File: src/rtl/eth_tx_clock_rate_ctrl_if.sv
// Pattern-word and control bundle between the TX clock-rate controller and its user.
// With ETH_TX_CLOCK_RATE_CTRL_READY_CHECK_EN defined the bundle also carries err_o.
interface eth_tx_clock_rate_ctrl_if;
  logic       en_i;
  logic [1:0] speed_i;
  logic       ready_i;
  logic [1:0] clk_setting_o;
  logic       tick_o;
  logic       active_o;
  logic [1:0] speed_o;
`ifdef ETH_TX_CLOCK_RATE_CTRL_READY_CHECK_EN
  logic       err_o;

  modport master (
    input  en_i, speed_i, ready_i,
    output clk_setting_o, tick_o, active_o, speed_o, err_o
  );

  modport slave (
    output en_i, speed_i, ready_i,
    input  clk_setting_o, tick_o, active_o, speed_o, err_o
  );
`else
  modport master (
    input  en_i, speed_i, ready_i,
    output clk_setting_o, tick_o, active_o, speed_o
  );

  modport slave (
    output en_i, speed_i, ready_i,
    input  clk_setting_o, tick_o, active_o, speed_o
  );
`endif
endinterface

File: src/rtl/eth_tx_clock_rate_ctrl.sv
// Generates the 2-bit clock-pattern stream for the ODDR downsample block (10/100/1000M, glitch-free).
// Optional ready-alternation check enabled by ETH_TX_CLOCK_RATE_CTRL_READY_CHECK_EN.
module eth_tx_clock_rate_ctrl #(
  parameter int unsigned words_1000m_p = 1,
  parameter int unsigned words_100m_p  = 5,
  parameter int unsigned words_10m_p   = 50,
  parameter int unsigned cnt_width_p   = 6
) (
  input  logic                     clk_i,
  input  logic                     reset_i,
  eth_tx_clock_rate_ctrl_if.master bus
);

  // One extra bit holds the period length itself, one more holds twice the word index.
  localparam int unsigned WordsW = cnt_width_p + 2;

  typedef enum logic [0:0] {
    IDLE = 1'b0,
    RUN  = 1'b1
  } state_e;

  state_e                 state_q, state_d;
  logic [cnt_width_p-1:0] count_q, count_d;
  logic [1:0]             speed_q, speed_d;
  logic [1:0]             setting_q, setting_d;
  logic [1:0]             speed_req;

  function automatic logic [WordsW-1:0] period_words(input logic [1:0] spd);
    case (spd)
      2'b10:   period_words = WordsW'(words_1000m_p);
      2'b01:   period_words = WordsW'(words_100m_p);
      default: period_words = WordsW'(words_10m_p);
    endcase
  endfunction

  function automatic logic [cnt_width_p-1:0] last_idx(input logic [1:0] spd);
    last_idx = cnt_width_p'(period_words(spd) - WordsW'(1));
  endfunction

  // Half-cycle j of the period is high while j < N; word k carries half-cycles 2k and 2k+1.
  function automatic logic [1:0] pattern(input logic [1:0] spd, input logic [cnt_width_p-1:0] idx);
    logic [WordsW-1:0] n;
    logic [WordsW-1:0] half0;
    logic [WordsW-1:0] half1;
    n       = period_words(spd);
    half0   = {1'b0, idx, 1'b0};
    half1   = {1'b0, idx, 1'b1};
    pattern = {(half1 < n), (half0 < n)};
  endfunction

  assign speed_req = (bus.speed_i == 2'b11) ? 2'b00 : bus.speed_i;

  // Next-state: everything advances only on a consumed word.
  always_comb begin
    state_d   = state_q;
    count_d   = count_q;
    speed_d   = speed_q;
    setting_d = setting_q;
    case (state_q)
      IDLE: begin
        if (bus.ready_i && bus.en_i) begin
          state_d   = RUN;
          speed_d   = speed_req;
          count_d   = '0;
          setting_d = pattern(speed_req, '0);
        end
      end
      RUN: begin
        if (bus.ready_i) begin
          if (count_q < last_idx(speed_q)) begin
            count_d   = count_q + cnt_width_p'(1);
            setting_d = pattern(speed_q, count_q + cnt_width_p'(1));
          end else if (bus.en_i) begin
            // Period boundary: the only place a new rate is taken.
            speed_d   = speed_req;
            count_d   = '0;
            setting_d = pattern(speed_req, '0);
          end else begin
            state_d   = IDLE;
            count_d   = '0;
            setting_d = 2'b00;
          end
        end
      end
      default: begin
        state_d   = IDLE;
        count_d   = '0;
        setting_d = 2'b00;
      end
    endcase
  end

  always_ff @(posedge clk_i) begin
    if (reset_i) begin
      state_q   <= IDLE;
      count_q   <= '0;
      speed_q   <= 2'b00;
      setting_q <= 2'b00;
    end else begin
      state_q   <= state_d;
      count_q   <= count_d;
      speed_q   <= speed_d;
      setting_q <= setting_d;
    end
  end

  assign bus.clk_setting_o = setting_q;
  assign bus.speed_o       = speed_q;
  assign bus.active_o      = (state_q == RUN);
  assign bus.tick_o        = (state_q == RUN) & bus.ready_i & (count_q == '0);

`ifdef ETH_TX_CLOCK_RATE_CTRL_READY_CHECK_EN
  logic ready_q;
  logic err_q;

  // Sticky flag for back-to-back consumptions; the word is still processed.
  always_ff @(posedge clk_i) begin
    if (reset_i) begin
      ready_q <= 1'b0;
      err_q   <= 1'b0;
    end else begin
      ready_q <= bus.ready_i;
      err_q   <= err_q | (ready_q & bus.ready_i);
    end
  end

  assign bus.err_o = err_q;
`endif

endmodule

File: src/flat_wrapper.sv
// flat-port wrapper written by rule: the top's interface ports become plain ports
module eth_tx_clock_rate_ctrl_flat 
#(
  parameter int unsigned words_1000m_p = 1,
  parameter int unsigned words_100m_p  = 5,
  parameter int unsigned words_10m_p   = 50,
  parameter int unsigned cnt_width_p   = 6
)
  (clk_i, reset_i, bus_en_i, bus_speed_i, bus_ready_i, bus_clk_setting_o, bus_tick_o, bus_active_o, bus_speed_o);
  eth_tx_clock_rate_ctrl_if bus_i ();
  input  logic clk_i;
  input  logic reset_i;
  input wire logic [$bits(bus_i.en_i)-1:0] bus_en_i;
  input wire logic [$bits(bus_i.speed_i)-1:0] bus_speed_i;
  input wire logic [$bits(bus_i.ready_i)-1:0] bus_ready_i;
  output wire logic [$bits(bus_i.clk_setting_o)-1:0] bus_clk_setting_o;
  output wire logic [$bits(bus_i.tick_o)-1:0] bus_tick_o;
  output wire logic [$bits(bus_i.active_o)-1:0] bus_active_o;
  output wire logic [$bits(bus_i.speed_o)-1:0] bus_speed_o;
  assign bus_i.en_i = bus_en_i;
  assign bus_i.speed_i = bus_speed_i;
  assign bus_i.ready_i = bus_ready_i;
  assign bus_clk_setting_o = bus_i.clk_setting_o;
  assign bus_tick_o = bus_i.tick_o;
  assign bus_active_o = bus_i.active_o;
  assign bus_speed_o = bus_i.speed_o;
  eth_tx_clock_rate_ctrl #(.words_1000m_p(words_1000m_p), .words_100m_p(words_100m_p), .words_10m_p(words_10m_p), .cnt_width_p(cnt_width_p)) u_core (.clk_i(clk_i), .reset_i(reset_i), .bus(bus_i));
endmodule
File: config.mk
export PLATFORM = sky130hd
export DESIGN_NAME = eth_tx_clock_rate_ctrl_flat
export DESIGN_NICKNAME = d
export VERILOG_FILES = /design/src/rtl/eth_tx_clock_rate_ctrl_if.sv /design/src/rtl/eth_tx_clock_rate_ctrl.sv /design/src/flat_wrapper.sv
export SDC_FILE = /design/constraint.sdc
export NUM_CORES = 1
export LEC_CHECK = 0
export CORE_MARGIN = 10
export CORE_UTILIZATION = 50
export DETAILED_ROUTE_END_ITERATION = 10
export PLACE_DENSITY = 0.75
export SYNTH_ARGS = -nofsm -noshare
export SYNTH_HDL_FRONTEND = slang
export SYNTH_SLANG_ARGS = --single-unit
export TNS_END_PERCENT = 100
File: constraint.sdc
create_clock -name clk_i -period 5.4 [get_ports clk_i]
set_input_delay 1.08 -clock clk_i [delete_from_list [all_inputs] [get_ports clk_i]]
set_output_delay 1.08 -clock clk_i [all_outputs]
set_load 0.05 [all_outputs]
; After elaboration in Yosys (flattened, before gate mapping)
; Index checks and enable logic that the tools add are counted.
; Widths: inputs -> output; s select.
[totals]
in_bits = 6
regBits = 11
output_inout_bits = 6
word_cells = 62
[op_classes]
n_reduce_logical = 4
muxes = 33
addsub = 2
n_eq_ne = 9
magnitude_cmp = 7
bitwise_logic = 3
[ops]
columns = op, count
row1 = $mux 8, 9
row2 = $pmux 6 s2, 3
row3 = $lt 1x8->1 const A, 4
row4 = $mux 6, 5
row5 = $mux 2, 9
row6 = $lt 7x8->1, 2
row7 = $pmux 2 s2, 2
row8 = $add 6x1->6 const B, 1
row9 = $eq 2x2->1 const B, 3
row10 = $logic_not 6->1, 1
row11 = $lt 6x6->1, 1
row12 = $ne 2x2->1 const B, 3
row13 = $sub 6x1->6 const B, 1
row14 = $eq 2x1->1 const B, 2
row15 = $mux 1, 4
row16 = $reduce_and 4->1, 1
row17 = $and 1x1->1, 2
row18 = $ne 2x1->1 const B, 1
row19 = $pmux 1 s2, 1
row20 = $reduce_and 2->1, 1
row21 = $logic_and 1x1->1, 1
row22 = $not 1->1, 1

; Longest topological paths before layout
; Gate-level depths: netlist of run 1.
[depth]
word_depth = 14
mapped_depth = 9
ltp_nobuf = 9

; Least setup slack after synthesis of run 1
; Ideal clock, no wire load.
[synth_timing]
kind = input-to-output
from = input port bus_ready_i
to = output port bus_tick_o
t_arrival_ns = 2.706
stages = 2
required_time_ns = 4.320
path_slack_ns = 1.614
n_path_buf = 0
path_cell_list = nand2_1 > nor4bb_1
[synth_via]
elab_chain_cells = 2
[synth_lines]
columns = item, line
row1 = "start, declared", flat_wrapper.sv:15  ; input wire logic [$bits(bus_i.ready_i)-1:0] bus_ready_i;
row2 = $and 1x1->1 (2 in series), eth_tx_clock_rate_ctrl.sv:110  ; assign bus.tick_o = (state_q == RUN) & bus.ready_i & (count_q == '0);
row3 = "end, declared", flat_wrapper.sv:17  ; output wire logic [$bits(bus_i.tick_o)-1:0] bus_tick_o;
; No other way between the ends.

; Final worst setup path of run 1
; Same ends and word-level chain as after synthesis.

==> results of run 1 <==
## cell usage in the layout, fill, tap and decap left out, drive strengths merged
| cell | instances |
|---|---|
| conb | 1 |
| clkdlybuf4s50 | 11 |
| a22o | 1 |
| clkbuf | 4 |
| a31oi | 1 |
| nand4 | 2 |
| nand2b | 1 |
| a21oi | 5 |
| nor2b | 4 |
| o21ai | 6 |
| xnor2 | 3 |
| o311ai | 1 |
| dfxtp | 11 |
| nor4bb | 1 |
| nand3 | 2 |
| ha | 11 |
| a311oi | 2 |
| and2b | 1 |
| mux2i | 2 |
| or3b | 1 |
| o41a | 1 |
| nor3 | 3 |
| nor2 | 9 |
| inv | 7 |
| and4 | 1 |
| a22oi | 4 |
| nand2 | 8 |
## layout make-up
class                      count  area [um2]  area share (%)
clock buffer                   4        26.3            2.85
inverter                       7        26.3            2.85
multi-input combinational     71         520            56.4
sequential                    11         220            23.8
tap                           16        20.0            2.17
timing repair buffer          11         110            11.9
## kinds of logic (layout without fill, tap and decap cells)
family,count (synthesis),in the layout,synth area share [%]
other,1,1,0.487
adders and majority gates,11,11,17.9
DFF,11,11,28.6
AOI/OAI and AO/OA,21,21,21.1
xor gates and xnor gates,3,3,3.41
muxes,2,2,2.60
and+or+nand+nor,33,33,22.1
buffers and inverters,8,22,3.90
## how the worst min path moves through the flow
stage                                      from                          end  slack, ns  depth (start not counted)
floorplan                     u_core.count_q[5]            u_core.count_q[5]       0.48                          2
global placement          u_core.bus.speed_o[0]        u_core.bus.speed_o[0]       0.47                          2
detailed placement  u_core.bus.clk_setting_o[0]  u_core.bus.clk_setting_o[0]       0.48                          2
CTS                 u_core.bus.clk_setting_o[0]  u_core.bus.clk_setting_o[0]       0.49                          2
global route        u_core.bus.clk_setting_o[0]  u_core.bus.clk_setting_o[0]       0.53                          2
finish              u_core.bus.clk_setting_o[0]  u_core.bus.clk_setting_o[0]       0.49                          2
## sequential cells by signal, indices dropped and copies added, names as in the netlist
register / count
u_core.bus.clk_setting_o: 2
u_core.bus.speed_o: 2
u_core.count_q: 6
u_core.bus.active_o: 1
## worst max-delay path, stage by stage
cell and delay (ns):
clkdlybuf4s50_1 0.58, nand2_1 0.10, nor4bb_1 0.27, clkdlybuf4s50_1 0.84
## layer usage
metal / up-vias / share of wire [%] / track usage, %
li1: 350 / - / -
met1: 305 / 47 / 12.8
met2: 13 / 45 / 15.0
met3: 5 / 5.5 / 3.65
met4: 0 / 2.2 / 7.87
met5: - / 0 / 0
## per-stage QoR
step / util, % / worst slack [ns] / total power, mW / area (um2)
2_1_floorplan: - / 1.61 / 0.112 / 771
3_3_place_gp: 60.3 / 1.46 / 0.126 / 897
3_5_place_dp: 60.3 / 1.43 / 0.126 / 897
4_1_cts: 62.0 / 1.43 / 0.186 / 923
5_1_grt: 62.0 / 1.36 / 0.194 / 923
6_report: 62.0 / 1.45 / 0.183 / 923
## where the power goes
group          internal (mW)  total (mW)  switching (mW)
registers             0.0837      0.0862         0.00244
logic                 0.0152      0.0381          0.0229
clock network         0.0287      0.0587          0.0300
total                  0.128       0.183          0.0553
==> flow_metrics.tcl, run 1 <==
set metrics [dict create \
    detail-route-antenna-nets 0 \
    num-fill-cells 134 \
    r2r_setup_slack_ns 2.91 \
    cts_made_buffers 3 \
    dpl.hpwl_mm 1.35 \
    grt_pass1_wl_mm 2.82 \
    drc_errors 0 \
    cp.required_ns 4.32 \
    fin_cells 120 \
    ys_types 30 \
    numPortBuffers 11 \
    pwr_density_cell_nw_per_um2 198 \
    coreArea_um2 1490 \
    drtIter0Drc 9 \
    hold_buffers 0 \
    clock_latency_ns 0.28 \
    synth_area_leader_cell "dfxtp_1" \
    worstReg2RegEnd "u_core.count_q[2]" \
    cp_max_fo 6 \
    io_pins 12 \
    reg2reg_from "u_core.bus.speed_o[0]" \
    synth_edf_count 0 \
    num_vias 673 \
    die_width_um 59.3 \
    syn_nets 107 \
    async_flop_share_pct 0 \
    area_growth_syn_to_layout_pct 19.8 \
    final.min_clock_period_ns 3.95 \
    synth_top_area_share_pct 28.6 \
    rr_worst_depth 9 \
    clock-root-buffer "clkbuf_4" \
    clock_tree.buffer_depth 2 \
    die-area_um2 3510 \
    antenna_found_initial 0 \
    fin_setup_tns_ns 0 \
    finalWeightedCongestion 0.835 \
    drive_above_1_share_pct 7.69 \
    ys_warn_count 0 \
    worstPathArrival_ns 2.87 \
    grt_overflow 0 \
    start_util_pct 51.8 \
    cp-endpoint "bus_tick_o" \
    slew_violations 0 \
    critPathLaunchType "input port" \
    p_leak_nw 0.367 \
    synthTopCellsByCount "dfxtp_1 (11), ha_1 (11), nor2_1 (9), nand2_1 (7)" \
    antennaDiodeCount 0 \
    setup_viol 0 \
    hold_violations 0 \
    cts_resized 0 \
    cts_tree "done" \
    crit_type "input port to output port" \
    rsz0062_at_grt "no" \
    cts_setup_buffers 0 \
    finalCritPeriodShare_pct 73.2 \
    status "completed" \
    slew_headroom_pct 55.4 \
    tightest_slew_ns 0.664 \
    synthCells 90 \
    avgSynthCellArea_um2 8.56 \
    grt_pass1_vias 642 \
    clock-skew-final_ns 0.00186 \
    synth_area_um2 771 \
    cts_num_sinks 11 \
    wl_per_cell_um 13.8 \
    hold_class "flop to flop" \
    finalNetCount 122 \
    ir_worst_vdd_mv 0.122 \
    hold_ws_ns 0.487 \
    maxCapViolCount 0 \
    num_rows 14 \
    track_usage_pct 10.6 \
    grt_max_degree 12 \
    synth_flop_cell "dfxtp_1" \
    fmax_mhz 253 \
    synth_area_leaders "dfxtp_1 (29%), ha_1 (18%), nor2_1 (4.4%)" \
    die_h_um 59.3 \
    end_kind "output port" \
    vias_per_cell 5.61 \
    routed_wl_mm 1.66 \
    ys_seq_area_share_pct 28.6 \
    clk_pin_slew_ns 0.07 \
    drtPass1Iterations 4 \
    ys_ff_latch 11 \
    cts_htree_levels 1 \
    dp.cells 116 \
    critPathLaunch "bus_ready_i" \
]
Note: power is estimated with default switching activity, not from simulation.
==> run 2, diff against run 1 <==
--- a/config.mk
+++ b/config.mk
@@ -6,9 +6,9 @@
 export NUM_CORES = 1
 export LEC_CHECK = 0
 export CORE_MARGIN = 10
-export CORE_UTILIZATION = 50
+export CORE_UTILIZATION = 46
 export DETAILED_ROUTE_END_ITERATION = 10
-export PLACE_DENSITY = 0.75
+export PLACE_DENSITY = 0.73
 export SYNTH_ARGS = -nofsm -noshare
 export SYNTH_HDL_FRONTEND = slang
 export SYNTH_SLANG_ARGS = --single-unit
==> constraint.sdc (replaced) <==
create_clock -name clk_i -period 3.2 [get_ports clk_i]
set_input_delay 0.64 -clock clk_i [delete_from_list [all_inputs] [get_ports clk_i]]
set_output_delay 0.64 -clock clk_i [all_outputs]
set_load 0.05 [all_outputs]
==> flow_metrics.tcl, run 2 (same netlist as run 1, synthesis figures left out) <==
set metrics [dict create \
    status "completed" \
    worstReg2RegEnd "u_core.count_q[2]" \
    r2r_setup_slack_ns 0.64 \
    pwr_density_cell_nw_per_um2 328 \
    clk_pin_slew_ns 0.07 \
    grt_pass1_wl_mm 2.87 \
    drc_errors 0 \
    total_power_mw 0.307 \
    io_pins 12 \
    grt_overflow 0 \
    antenna_found_initial 0 \
    setup_viol 0 \
    die_h_um 60.9 \
    die_width_um 60.9 \
    regMostFlops "u_core.count_q" \
    holdPathStages 2 \
    grt_max_degree 12 \
    cp.required_ns 2.56 \
    numPortBuffers 11 \
    hold_class "flop to flop" \
    dpl.hpwl_mm 1.38 \
    num_rows 14 \
    rsz0062_at_grt "no" \
    detail-route-antenna-nets 0 \
    hold_end "u_core.bus.clk_setting_o[0]" \
    cts_num_sinks 11 \
    wl_per_cell_um 14.0 \
    slew_violations 0 \
    fin_setup_tns_ns 0 \
    clock-skew-final_ns 0.00174 \
    slew_headroom_pct 53.6 \
    worstPathArrival_ns 1.99 \
    p_leak_nw 0.374 \
    critPathLaunchType "input port" \
    reg2reg_from "u_core.bus.speed_o[0]" \
    drive_above_1_share_pct 9.62 \
    vias_per_cell 5.80 \
    cts_setup_buffers 0 \
    fmax_mhz 380 \
    end_kind "output port" \
    ir_worst_vdd_mv 0.292 \
    hold_violations 0 \
    finalCritPeriodShare_pct 82.2 \
    cp_max_fo 6 \
    placed_cell_area_um2 907 \
    crit_type "input port to output port" \
    maxCapViolCount 0 \
    coreArea_um2 1540 \
    largest_register_ffs 6 \
    grt_pass1_vias 675 \
    final_cell_mix "ha_1 (11), dfxtp_1 (11), clkdlybuf4s50_1 (10), nor2_1 (9), nand2_1 (7)" \
    design_area_um2 935 \
    track_usage_pct 10.0 \
    final.min_clock_period_ns 2.63 \
    finalNetCount 122 \
    cts_htree_levels 1 \
    cts_made_buffers 3 \
    clock_latency_ns 0.27 \
    drtIter0Drc 14 \
    routed_wl_mm 1.69 \
    area_growth_syn_to_layout_pct 21.3 \
    tightest_slew_ns 0.690 \
    hold_buffers 0 \
    hold_start "u_core.bus.clk_setting_o[0]" \
    start_util_pct 50.0 \
    die-area_um2 3710 \
    num_vias 696 \
    clock_tree.buffer_depth 2 \
    cts_tree "done" \
    finalWeightedCongestion 0.881 \
    antennaDiodeCount 0 \
    drtPass1Iterations 4 \
    rr_worst_depth 9 \
    cts_resized 0 \
    clock-root-buffer "clkbuf_4" \
]
==> run 2: routing by layer <==
| metal | up-vias | share of wire, % | global-route usage (%) |
|---|---|---|---|
| met2 | 22 | 49 | 15.9 |
| met4 | 0 | 0 | 2.51 |
| li1 | 353 | - | - |
| met1 | 321 | 43 | 11.5 |
| met5 | - | 0 | 0 |
| met3 | 0 | 8.7 | 5.43 |
==> run 2: critical path: stages <==
cell and delay, ns:
clkdlybuf4s50_1 0.57, nand2_1 0.11, nor4bb_1 0.47, buf_12 0.20
==> run 2: cell type report <==
cell class,count,area (um2)
fill,140,607
tap,16,20.0
timing repair buffer,11,120
sequential,11,220
inverter,7,26.3
clock buffer,3,22.5
clock inverter,1,5.00
multi-input combinational,71,520
==> run 2: how the worst max path moves through the flow <==
stage | from | endpoint | cells past startpoint
floorplan | u_core.bus.active_o | bus_tick_o | 2
global placement | bus_ready_i | bus_tick_o | 4
detailed placement | bus_ready_i | bus_tick_o | 4
CTS | bus_ready_i | bus_tick_o | 4
global route | u_core.bus.speed_o[0] | u_core.count_q[2] | 9
finish | bus_ready_i | bus_tick_o | 4
==> run 2: per-stage QoR <==
stage               util, %  worst slack (ns)  hold WS, ns  std cells
floorplan                 -             0.183        0.478         90
global placement       58.8             0.595        0.475        116
detailed placement     58.8             0.572        0.478        116
CTS                    60.6             0.565        0.493        120
global route           60.6             0.473        0.520        120
finish                 60.6             0.570        0.488        120
==> run 2: power breakdown <==
part	switching, mW	internal [mW]
combinational	0.0384	0.0268
clock	0.0501	0.0463
sequential	0.00421	0.141
